**src/rtl/wrr_cfg_sequencer_if.sv**
```systemverilog
// Host register-bus, bulk-init and calculator CPU-port signals of wrr_cfg_sequencer.
// master: the sequencer itself; slave: the host decoder and rank calculator facing it.
interface wrr_cfg_sequencer_if #(
  parameter int CPU_INDEX_WIDTH = 8,
  parameter int CPU_WRITE_WIDTH = 8,
  parameter int CPU_OUT_WIDTH   = 27
);
  logic                       host_req_valid;
  logic                       host_req_ready;
  logic                       host_req_write;
  logic [CPU_INDEX_WIDTH-1:0] host_req_index;
  logic [CPU_WRITE_WIDTH-1:0] host_req_wdata;
  logic                       host_rsp_valid;
  logic [CPU_INDEX_WIDTH-1:0] host_rsp_index;
  logic [CPU_OUT_WIDTH-1:0]   host_rsp_data;
  logic                       host_rsp_error;

  logic                       init_start;
  logic                       init_busy;
  logic                       init_done;
  logic                       init_error;

  logic                       cpu_valid;
  logic                       cpu_write_sig;
  logic                       cpu_read_sig;
  logic [CPU_INDEX_WIDTH-1:0] cpu_index;
  logic [CPU_WRITE_WIDTH-1:0] cpu_config_write;
  logic                       cpu_rsp_valid;
  logic [CPU_INDEX_WIDTH-1:0] cpu_rsp_index;
  logic [CPU_OUT_WIDTH-1:0]   cpu_rsp_val;

  modport master (
    input  host_req_valid, host_req_write, host_req_index, host_req_wdata,
    input  init_start,
    input  cpu_rsp_valid, cpu_rsp_index, cpu_rsp_val,
    output host_req_ready, host_rsp_valid, host_rsp_index, host_rsp_data, host_rsp_error,
    output init_busy, init_done, init_error,
    output cpu_valid, cpu_write_sig, cpu_read_sig, cpu_index, cpu_config_write
  );

  modport slave (
    output host_req_valid, host_req_write, host_req_index, host_req_wdata,
    output init_start,
    output cpu_rsp_valid, cpu_rsp_index, cpu_rsp_val,
    input  host_req_ready, host_rsp_valid, host_rsp_index, host_rsp_data, host_rsp_error,
    input  init_busy, init_done, init_error,
    input  cpu_valid, cpu_write_sig, cpu_read_sig, cpu_index, cpu_config_write
  );
endinterface

```
**src/rtl/wrr_cfg_sequencer.sv**
```systemverilog
// Serialises host register requests and a bulk weight-init sweep onto the rank calculator's CPU port.
// Optional macro WRR_CFG_READBACK_VERIFY_EN: during init, compare returned config_weight with DEFAULT_WEIGHT.
module wrr_cfg_sequencer #(
  parameter int CPU_INDEX_WIDTH = 8,
  parameter int CPU_WRITE_WIDTH = 8,
  parameter int CPU_OUT_WIDTH   = 27,
  parameter int ID_LENGHT       = 160,
  parameter int DEFAULT_WEIGHT  = 1,
  parameter int RSP_TIMEOUT     = 15
) (
  input logic                clk_cp,
  input logic                rst,
  wrr_cfg_sequencer_if.master bus
);

  localparam int IW = CPU_INDEX_WIDTH;
  localparam int WW = CPU_WRITE_WIDTH;
  localparam int OW = CPU_OUT_WIDTH;

  localparam logic [IW:0]   ID_LIMIT = (IW+1)'(ID_LENGHT);
  localparam logic [IW-1:0] LAST_IDX = IW'(ID_LENGHT - 1);
  localparam logic [WW-1:0] DEF_W    = WW'(DEFAULT_WEIGHT);
  localparam logic [7:0]    TO_LAST  = 8'(RSP_TIMEOUT - 1);

  typedef enum logic [2:0] {
    IDLE, ISSUE, WAIT, RESP, INIT_ISSUE, INIT_WAIT, INIT_DONE
  } state_t;

  state_t        state_reg, state_next;
  logic [IW-1:0] idx_reg, idx_next;
  logic [7:0]    cnt_reg, cnt_next;

  logic          cpu_valid_reg, cpu_valid_next;
  logic          cpu_write_reg, cpu_write_next;
  logic          cpu_read_reg, cpu_read_next;
  logic [IW-1:0] cpu_index_reg, cpu_index_next;
  logic [WW-1:0] cpu_cfg_reg, cpu_cfg_next;

  logic          rsp_valid_reg, rsp_valid_next;
  logic [IW-1:0] rsp_index_reg, rsp_index_next;
  logic [OW-1:0] rsp_data_reg, rsp_data_next;
  logic          rsp_error_reg, rsp_error_next;

  logic          init_busy_reg, init_busy_next;
  logic          init_done_reg, init_done_next;
  logic          init_error_reg, init_error_next;

  logic          rsp_match;
  logic          timeout;

  // Only the response for the outstanding index counts; stray ones are dropped.
  assign rsp_match = bus.cpu_rsp_valid && (bus.cpu_rsp_index == idx_reg);
  assign timeout   = (cnt_reg == TO_LAST);

  always_comb begin
    state_next      = state_reg;
    idx_next        = idx_reg;
    cnt_next        = cnt_reg;
    cpu_valid_next  = 1'b0;
    cpu_write_next  = 1'b0;
    cpu_read_next   = 1'b0;
    cpu_index_next  = '0;
    cpu_cfg_next    = '0;
    rsp_valid_next  = 1'b0;
    rsp_index_next  = '0;
    rsp_data_next   = '0;
    rsp_error_next  = 1'b0;
    init_done_next  = 1'b0;
    init_error_next = init_error_reg;

    // Outputs are registered, so the issue/response beats are decided on the transition into their state.
    case (state_reg)
      IDLE: begin
        if (bus.init_start) begin
          state_next      = INIT_ISSUE;
          idx_next        = '0;
          init_error_next = 1'b0;
          cpu_valid_next  = 1'b1;
          cpu_write_next  = 1'b1;
          cpu_index_next  = '0;
          cpu_cfg_next    = DEF_W;
        end else if (bus.host_req_valid) begin
          idx_next = bus.host_req_index;
          if ({1'b0, bus.host_req_index} >= ID_LIMIT) begin
            state_next     = RESP;
            rsp_valid_next = 1'b1;
            rsp_index_next = bus.host_req_index;
            rsp_error_next = 1'b1;
          end else begin
            state_next     = ISSUE;
            cpu_valid_next = 1'b1;
            cpu_write_next = bus.host_req_write;
            cpu_read_next  = !bus.host_req_write;
            cpu_index_next = bus.host_req_index;
            cpu_cfg_next   = bus.host_req_write ? bus.host_req_wdata : '0;
          end
        end
      end

      ISSUE: begin
        state_next = WAIT;
        cnt_next   = '0;
      end

      WAIT: begin
        if (rsp_match) begin
          state_next     = RESP;
          rsp_valid_next = 1'b1;
          rsp_index_next = idx_reg;
          rsp_data_next  = bus.cpu_rsp_val;
        end else if (timeout) begin
          state_next     = RESP;
          rsp_valid_next = 1'b1;
          rsp_index_next = idx_reg;
          rsp_error_next = 1'b1;
        end else begin
          cnt_next = cnt_reg + 8'd1;
        end
      end

      RESP: begin
        state_next = IDLE;
      end

      INIT_ISSUE: begin
        state_next = INIT_WAIT;
        cnt_next   = '0;
      end

      INIT_WAIT: begin
        if (rsp_match || timeout) begin
          if (!rsp_match) begin
            init_error_next = 1'b1;
          end
`ifdef WRR_CFG_READBACK_VERIFY_EN
          if (rsp_match && (bus.cpu_rsp_val[2*WW-1:WW] != DEF_W)) begin
            init_error_next = 1'b1;
          end
`endif
          if (idx_reg == LAST_IDX) begin
            state_next     = INIT_DONE;
            init_done_next = 1'b1;
          end else begin
            state_next     = INIT_ISSUE;
            idx_next       = idx_reg + IW'(1);
            cpu_valid_next = 1'b1;
            cpu_write_next = 1'b1;
            cpu_index_next = idx_reg + IW'(1);
            cpu_cfg_next   = DEF_W;
          end
        end else begin
          cnt_next = cnt_reg + 8'd1;
        end
      end

      INIT_DONE: begin
        state_next = IDLE;
      end

      default: begin
        state_next = IDLE;
      end
    endcase

    init_busy_next = (state_next == INIT_ISSUE) || (state_next == INIT_WAIT) ||
                     (state_next == INIT_DONE);
  end

  always_ff @(posedge clk_cp or posedge rst) begin
    if (rst) begin
      state_reg      <= IDLE;
      idx_reg        <= '0;
      cnt_reg        <= '0;
      cpu_valid_reg  <= 1'b0;
      cpu_write_reg  <= 1'b0;
      cpu_read_reg   <= 1'b0;
      cpu_index_reg  <= '0;
      cpu_cfg_reg    <= '0;
      rsp_valid_reg  <= 1'b0;
      rsp_index_reg  <= '0;
      rsp_data_reg   <= '0;
      rsp_error_reg  <= 1'b0;
      init_busy_reg  <= 1'b0;
      init_done_reg  <= 1'b0;
      init_error_reg <= 1'b0;
    end else begin
      state_reg      <= state_next;
      idx_reg        <= idx_next;
      cnt_reg        <= cnt_next;
      cpu_valid_reg  <= cpu_valid_next;
      cpu_write_reg  <= cpu_write_next;
      cpu_read_reg   <= cpu_read_next;
      cpu_index_reg  <= cpu_index_next;
      cpu_cfg_reg    <= cpu_cfg_next;
      rsp_valid_reg  <= rsp_valid_next;
      rsp_index_reg  <= rsp_index_next;
      rsp_data_reg   <= rsp_data_next;
      rsp_error_reg  <= rsp_error_next;
      init_busy_reg  <= init_busy_next;
      init_done_reg  <= init_done_next;
      init_error_reg <= init_error_next;
    end
  end

  // Ready is the one combinational output; init_start in the same cycle takes priority.
  assign bus.host_req_ready   = (state_reg == IDLE) && !bus.init_start && !rst;
  assign bus.host_rsp_valid   = rsp_valid_reg;
  assign bus.host_rsp_index   = rsp_index_reg;
  assign bus.host_rsp_data    = rsp_data_reg;
  assign bus.host_rsp_error   = rsp_error_reg;
  assign bus.init_busy        = init_busy_reg;
  assign bus.init_done        = init_done_reg;
  assign bus.init_error       = init_error_reg;
  assign bus.cpu_valid        = cpu_valid_reg;
  assign bus.cpu_write_sig    = cpu_write_reg;
  assign bus.cpu_read_sig     = cpu_read_reg;
  assign bus.cpu_index        = cpu_index_reg;
  assign bus.cpu_config_write = cpu_cfg_reg;

endmodule

```
**src/flat_wrapper.sv**
```systemverilog
// flat-port wrapper written by rule: the top's interface ports become plain ports
module wrr_cfg_sequencer_flat 
#(
  parameter int CPU_INDEX_WIDTH = 8,
  parameter int CPU_WRITE_WIDTH = 8,
  parameter int CPU_OUT_WIDTH   = 27,
  parameter int ID_LENGHT       = 160,
  parameter int DEFAULT_WEIGHT  = 1,
  parameter int RSP_TIMEOUT     = 15
)
  (clk_cp, rst, bus_host_req_valid, bus_host_req_write, bus_host_req_index, bus_host_req_wdata, bus_init_start, bus_cpu_rsp_valid, bus_cpu_rsp_index, bus_cpu_rsp_val, bus_host_req_ready, bus_host_rsp_valid, bus_host_rsp_index, bus_host_rsp_data, bus_host_rsp_error, bus_init_busy, bus_init_done, bus_init_error, bus_cpu_valid, bus_cpu_write_sig, bus_cpu_read_sig, bus_cpu_index, bus_cpu_config_write);
  wrr_cfg_sequencer_if #(.CPU_INDEX_WIDTH(CPU_INDEX_WIDTH), .CPU_WRITE_WIDTH(CPU_WRITE_WIDTH), .CPU_OUT_WIDTH(CPU_OUT_WIDTH)) bus_i ();
  input logic clk_cp;
  input logic rst;
  input wire logic [$bits(bus_i.host_req_valid)-1:0] bus_host_req_valid;
  input wire logic [$bits(bus_i.host_req_write)-1:0] bus_host_req_write;
  input wire logic [$bits(bus_i.host_req_index)-1:0] bus_host_req_index;
  input wire logic [$bits(bus_i.host_req_wdata)-1:0] bus_host_req_wdata;
  input wire logic [$bits(bus_i.init_start)-1:0] bus_init_start;
  input wire logic [$bits(bus_i.cpu_rsp_valid)-1:0] bus_cpu_rsp_valid;
  input wire logic [$bits(bus_i.cpu_rsp_index)-1:0] bus_cpu_rsp_index;
  input wire logic [$bits(bus_i.cpu_rsp_val)-1:0] bus_cpu_rsp_val;
  output wire logic [$bits(bus_i.host_req_ready)-1:0] bus_host_req_ready;
  output wire logic [$bits(bus_i.host_rsp_valid)-1:0] bus_host_rsp_valid;
  output wire logic [$bits(bus_i.host_rsp_index)-1:0] bus_host_rsp_index;
  output wire logic [$bits(bus_i.host_rsp_data)-1:0] bus_host_rsp_data;
  output wire logic [$bits(bus_i.host_rsp_error)-1:0] bus_host_rsp_error;
  output wire logic [$bits(bus_i.init_busy)-1:0] bus_init_busy;
  output wire logic [$bits(bus_i.init_done)-1:0] bus_init_done;
  output wire logic [$bits(bus_i.init_error)-1:0] bus_init_error;
  output wire logic [$bits(bus_i.cpu_valid)-1:0] bus_cpu_valid;
  output wire logic [$bits(bus_i.cpu_write_sig)-1:0] bus_cpu_write_sig;
  output wire logic [$bits(bus_i.cpu_read_sig)-1:0] bus_cpu_read_sig;
  output wire logic [$bits(bus_i.cpu_index)-1:0] bus_cpu_index;
  output wire logic [$bits(bus_i.cpu_config_write)-1:0] bus_cpu_config_write;
  assign bus_i.host_req_valid = bus_host_req_valid;
  assign bus_i.host_req_write = bus_host_req_write;
  assign bus_i.host_req_index = bus_host_req_index;
  assign bus_i.host_req_wdata = bus_host_req_wdata;
  assign bus_i.init_start = bus_init_start;
  assign bus_i.cpu_rsp_valid = bus_cpu_rsp_valid;
  assign bus_i.cpu_rsp_index = bus_cpu_rsp_index;
  assign bus_i.cpu_rsp_val = bus_cpu_rsp_val;
  assign bus_host_req_ready = bus_i.host_req_ready;
  assign bus_host_rsp_valid = bus_i.host_rsp_valid;
  assign bus_host_rsp_index = bus_i.host_rsp_index;
  assign bus_host_rsp_data = bus_i.host_rsp_data;
  assign bus_host_rsp_error = bus_i.host_rsp_error;
  assign bus_init_busy = bus_i.init_busy;
  assign bus_init_done = bus_i.init_done;
  assign bus_init_error = bus_i.init_error;
  assign bus_cpu_valid = bus_i.cpu_valid;
  assign bus_cpu_write_sig = bus_i.cpu_write_sig;
  assign bus_cpu_read_sig = bus_i.cpu_read_sig;
  assign bus_cpu_index = bus_i.cpu_index;
  assign bus_cpu_config_write = bus_i.cpu_config_write;
  wrr_cfg_sequencer #(.CPU_INDEX_WIDTH(CPU_INDEX_WIDTH), .CPU_WRITE_WIDTH(CPU_WRITE_WIDTH), .CPU_OUT_WIDTH(CPU_OUT_WIDTH), .ID_LENGHT(ID_LENGHT), .DEFAULT_WEIGHT(DEFAULT_WEIGHT), .RSP_TIMEOUT(RSP_TIMEOUT)) u_core (.clk_cp(clk_cp), .rst(rst), .bus(bus_i));
endmodule
```
**config.mk**
```make
export PLATFORM = sky130hd
export DESIGN_NAME = wrr_cfg_sequencer_flat
export DESIGN_NICKNAME = d
export VERILOG_FILES = /design/src/rtl/wrr_cfg_sequencer_if.sv /design/src/rtl/wrr_cfg_sequencer.sv /design/src/flat_wrapper.sv
export SDC_FILE = /design/constraint.sdc
export NUM_CORES = 1
export LEC_CHECK = 0
export ABC_CLOCK_PERIOD_IN_PS = 5200
export CORE_ASPECT_RATIO = 1.75
export CORE_MARGIN = 2
export CORE_UTILIZATION = 44
export CTS_CLUSTER_DIAMETER = 200
export DETAILED_ROUTE_END_ITERATION = 16
export PLACE_DENSITY = 0.78
export REMOVE_ABC_BUFFERS = 1
export SLEW_MARGIN = 20
export SYNTH_ARGS = -nofsm -noshare
export SYNTH_HDL_FRONTEND = slang
export SYNTH_SLANG_ARGS = --single-unit
```
**constraint.sdc**
```tcl
create_clock -name clk_cp -period 5.2 [get_ports clk_cp]
set_clock_uncertainty 0.05 [all_clocks]
set_input_delay 0.52 -clock clk_cp [delete_from_list [all_inputs] [get_ports clk_cp]]
set_output_delay 0.52 -clock clk_cp [all_outputs]
set_load 0.02 [all_outputs]
```
# Yosys cells after proc, flatten, opt, wreduce, memory -nomap -nowiden
# Index checks and enable logic that the tools add are counted.
op_classes:
  add_sub_neg: 2
  mul: 0
  div: 0
  order_cmp: 1
  eq_ne: 18
  shifts: 0
  n_mux: 67
  bitwise: 0
  reduce_logical: 16
op_table:
  columns: ["operator", "count"]
  rows:
  - ["2-to-1 mux 8 bit", 22]
  - ["case mux 8 bit (2 select lines)", 4]
  - ["2-to-1 mux 27 bit", 2]
  - ["2-to-1 mux 1 bit", 25]
  - ["case mux 8 bit (3 select lines)", 1]
  - ["adder 8 x 1 -> 8 bit (second input constant)", 2]
  - ["equality test 3 bit (second input constant)", 5]
  - ["2-to-1 mux 3 bit", 5]
  - ["case mux 3 bit (5 select lines)", 1]
  - ["inequality test 2 bit (second input constant)", 6]
  - ["AND reduction 4 bit", 3]
  - ["case mux 1 bit (2 select lines)", 5]
  - ["equality test 8 x 4 -> 1 bit (second input constant)", 1]
  - ["equality test 8 bit", 1]
  - ["equality test 8 bit (second input constant)", 1]
  - ["greater-or-equal comparator 8 bit (second input constant)", 1]
  - ["2-to-1 mux 2 bit", 2]
  - ["equality test 3 x 1 -> 1 bit (second input constant)", 1]
  - ["equality test 3 x 2 -> 1 bit (second input constant)", 1]
  - ["logical AND 1 bit", 3]
  - ["zero test 1 bit", 3]
  - ["zero test 3 bit", 1]
  - ["logical OR 1 bit", 3]
  - ["inequality test 3 bit (second input constant)", 1]
  - ["other kinds (4)", 4]
totals:
  regBits: 78
  latch_bits: 0
  ram_bits: 0
  mem_bits_ro: 0
  inputBits: 57
  output_inout_bits: 60
  elab_cells: 119
  memories: 0

# Logic depth before layout (Yosys ltp)
depth:
  ltp_word: 8
  ltp_mapped: 9
  mapped_depth_nobuf: 7

# Least setup slack after synthesis
# No wires, ideal clock.
synth_path:
  path_kind: "register to output"
  start: "reg u_core.state_reg[2]"
  end: "out bus_host_req_ready"
  t_arrival_ns: 1.451
  required_ns: 4.630
  slack_ns: 3.179
  stages_incl_launch_ff: 5
  n_path_buf: 2
  cell_sequence: "dfrtp_1 buf_6 or3_1 buf_2 nor3_1"
synth_via:
  elab_chain_cells: 3
synth_rtl:
  columns: ["item", "line", "rtl"]
  rows:
  - ["start: declaration", "wrr_cfg_sequencer.sv:29", "state_t state_reg, state_next;"]
  - ["start signal: assignment", "wrr_cfg_sequencer.sv:187", "state_reg <= state_next;"]
  - ["zero test 3 bit", "wrr_cfg_sequencer.sv:206", "assign bus.host_req_ready = (state_reg == IDLE) && !bus.init_start && !rst;"]
  - ["logical AND 1 bit (2 in a row)", "wrr_cfg_sequencer.sv:206", null]
  - ["end: declaration", "flat_wrapper.sv:23", "output wire logic [$bits(bus_i.host_req_ready)-1:0] bus_host_req_ready;"]
# No other way between the ends.

# Worst setup path after layout
layout_path:
  start: "reg u_core.state_reg[1]"
  end: "out bus_host_req_ready"
# Same word-level chain as after synthesis.

==> summary.md <==
| Metric | Value |
|---|---|
| Outcome | complete, no violations |
| Synth Area in Compound Gates | 13.1% |
| Endpoints failing setup | 0 |
| Maximum vdd drop | 241 uV |
| Slew at the pin closest to its max-slew limit | 0.835 ns |
| Layout Utilization | 63.9% |
| Max Freq | 356 MHz |
| CTS buffer count | 9 |
| Vias in the first global route | 2,781 |
| CTS resizes | 0 |
| CTS Hold Bufs | 0 |
| Mux contribution to synthesized area | 0.603% |
| Critical path arrival | 2.24 ns |
| Final setup margin | 2.39 ns |
| TNS Setup | 0 ns |
| Crit start category | flop |
| Tcrit/Tclk final | 54.0% |
| TritonCTS sink count | 78 |
| First-pass GRT wire length | 13,800 um |
| Max stage delay on crit path | 0.64 ns |
| Min-delay worst type | reg2reg |
| Crit Path Category | reg2out |
| Uppermost layer routed | met4 |
| Hold slack | 0.481 ns |
| M1 wire length | 3210 um |
| WL met2 | 4710 um |
| Synth Area in Adders | 1.06% |
| Rel. slew slack | 44.3% |
| Max cap viols | 0 |
| Clk buf depth | 2 |
| Average size of a mapped cell | 11.1 um^2 |
| Routed wl met3 | 460 um |
| Drt total wl | 8630 um |
| Average wire per standard cell | 16.6 um |
| Largest net degree at the start of global routing | 42 |
| Synth Area in Simple Gates | 20.7% |
| Setup Fix Bufs, Post-CTS | 0 |
| IO Count | 117 |
| Via count | 2,780 |
| P&R area growth vs syn | 42.2% |
| Starting density of the core | 44.9% |
| Post-synth cell types | 52 |
| Power consumption | 2.03 mW |
| Critical Path Stages | 3 |
| CP cell instances | or3_1 > nor3_1 > clkdlybuf4s50_1 |
| Die area | 8780 um^2 |
| N_diodes | 0 |
| R2r worst-path depth | 6 |
| Lkg Pwr | 2.36 nW |
| CTS tree | built |
| Post-synth EDFFs | 0 |
| CORE AREA | 7860 um^2 |
| Async set or reset register ratio after synthesis | 100% |
| CP required | 4.63 ns |
| Initial antenna violation count | 0 |
| Final Instance Area | 5020 um^2 |
| Cell Count, Final, Fillers Out | 519 |
| Buffers and inverters on the worst path | 1 |
| Die Wd | 71.7 um |
| Pre-antenna DRT Iters | 4 |
| Total track usage | 20.8% |
| XOR/XNOR Fraction of Synth Area | 4.36% |
| PD cells | 404 nW/um^2 |
| Number of synthesized register bits | 78 |
| Clk_lat worst skew | 0.33 ns |
| Seq/Total Area, Yosys | 55.3% |
| Top_reg_cell synth | dfrtp_1 |
| H-Tree Depth | 3 |
| Syn Inst Count | 317 |
| CTS root buf | clkbuf_16 |
| Max reg flops | 27 |
| Final Hold Viols | 0 |
| Delay-heaviest family, CP | simple AND/OR/NAND/NOR gates |
| Detailed placement HPWL | 6530 um |
| Port Buffer Count | 116 |
| Post-synth top area cell | dfrtp_1 |
| Largest fanout on the critical path | 15 |
| Unrepaired setup endpoints after global routing | false |
| Drt initial violations | 179 |
| DP Area | 4680 um^2 |
| Crit end category | primary output |
| Hold Crit Depth | 2 |
| Final Max Slew Viols | 0 |
| Via density | 5.36 |
| Clk slew on worst S/H paths | 0.06 ns |
| Routed Antenna Nets | 0 |
| Residual DRC | 0 |
| Synth top area share | 55.3% |
| Rows | 43 |
| Grt ovf | 0 |
| Synth Cell Area | 3530 um^2 |
| Area contributors post-synth | dfrtp_1 (55%), and3_1 (5.9%), a22o_1 (3.2%) |
| Placed instance count | 504 |
| Layout Nets | 485 |
| Final GP Congestion | 0.871 |
| Yosys warnings | 0 |
| Largest family of logic cells by synthesized area | simple AND/OR/NAND/NOR gates |
| Post-Place Worst Slack | 2.32 ns |
| Min Tclk post-route | 2.81 ns |
| Crit-path slowest cell | clkdlybuf4s50_1 |
| Die Height | 122 um |
| Share of layout cells above drive strength 1 | 8.16% |
-- cells in the final DEF (no fill, tap or decap), drive strengths merged, types with 2 or more instances in the layout --
master           n
nor2            14
nand2           29
clkbuf          11
and4             2
inv              8
xor2            10
ha               3
nor2b            2
a31oi            5
bufinv           3
or4              4
nand2b           2
o31ai            2
buf              2
nand3           13
o211ai           5
xnor2            5
and2            10
dfrtp           78
a21o             4
o21ai           17
a41oi            3
nand4            2
and3            33
nor3             5
a32o             2
a21oi            9
clkdlybuf4s50  116
a22o            13
nor4             4
clkinv           2
-- path summary, 6_finish.rpt --
| path | start | end | slack, ns |
|---|---|---|---|
| setup / recovery | u_core.state_reg[1]$_DFF_PP0_ | bus_host_req_ready | 2.39 |
| hold / removal | u_core.bus.init_error$_DFFE_PP0P_ | u_core.bus.init_error$_DFFE_PP0P_ | 0.48 |
| setup reg to reg | u_core.idx_reg[0]$_DFFE_PP0P_ | u_core.idx_reg[1]$_DFFE_PP0P_ | 2.71 |
| hold reg to reg | u_core.bus.init_error$_DFFE_PP0P_ | u_core.bus.init_error$_DFFE_PP0P_ | 0.48 |
| max in group asynchronous | rst | u_core.bus.cpu_valid$_DFF_PP0_ | 3.46 |
| min in group asynchronous | rst | u_core.bus.cpu_config_write[2]$_DFF_PP0_ | 0.63 |
-- Yosys cell counts (2+ instances only) --
master / n
nand3_1: 11
nand4_1: 2
xnor2_1: 5
nor2_1: 11
ha_1: 3
dfrtp_1: 78
a31oi_1: 5
and2_1: 9
and4_1: 2
a21o_1: 4
or4_1: 4
nor3_1: 5
nor2b_1: 2
and3_1: 33
o21ai_0: 17
nor4_1: 3
buf_4: 5
xor2_1: 7
o211ai_1: 4
a41oi_1: 3
buf_6: 4
nand3_2: 2
inv_1: 8
nand2_1: 28
a22o_1: 13
buf_2: 5
xor2_2: 3
nor2_4: 2
clkbuf_2: 2
clkbuf_1: 5
nand2b_1: 2
o31ai_1: 2
a32o_1: 2
a21oi_1: 8
-- worst min-delay path, cell delays in order (launching register included) --
cell	delay (ns)
dfrtp_1	0.35
o21ai_0	0.08
o21ai_0	0.07
-- report_power, final --
part	internal [mW]	leakage (nW)	total, mW	switching, mW
combinational	0.235	1.12	0.530	0.295
clock	0.478	0.166	0.708	0.230
sequential	0.672	1.07	0.791	0.119
-- area by class of cell --
class                   instances  area (um^2)
fillers                       637         2840
well taps                      90          113
repair buffers                118         1180
multi-input cells             209         1410
clock inverters                 4         95.1
inverters                       9         35.0
clock buffers                  11          243
flip-flops and latches         78         1950
-- routing by layer --
layer	GRT usage, %	up-vias
met5	0	-
met4	10.0	0
met3	4.68	18
met2	36.9	112
met1	23.2	1312
li1	-	1338
-- cell families after synthesis --
family | count (synthesis)
mux | 2
simple gates | 124
fa+ha+maj | 3
buf+inv | 30
compound gates | 65
xor+xnor | 15
flops | 78
Note: power is estimated with default switching activity, not from simulation.
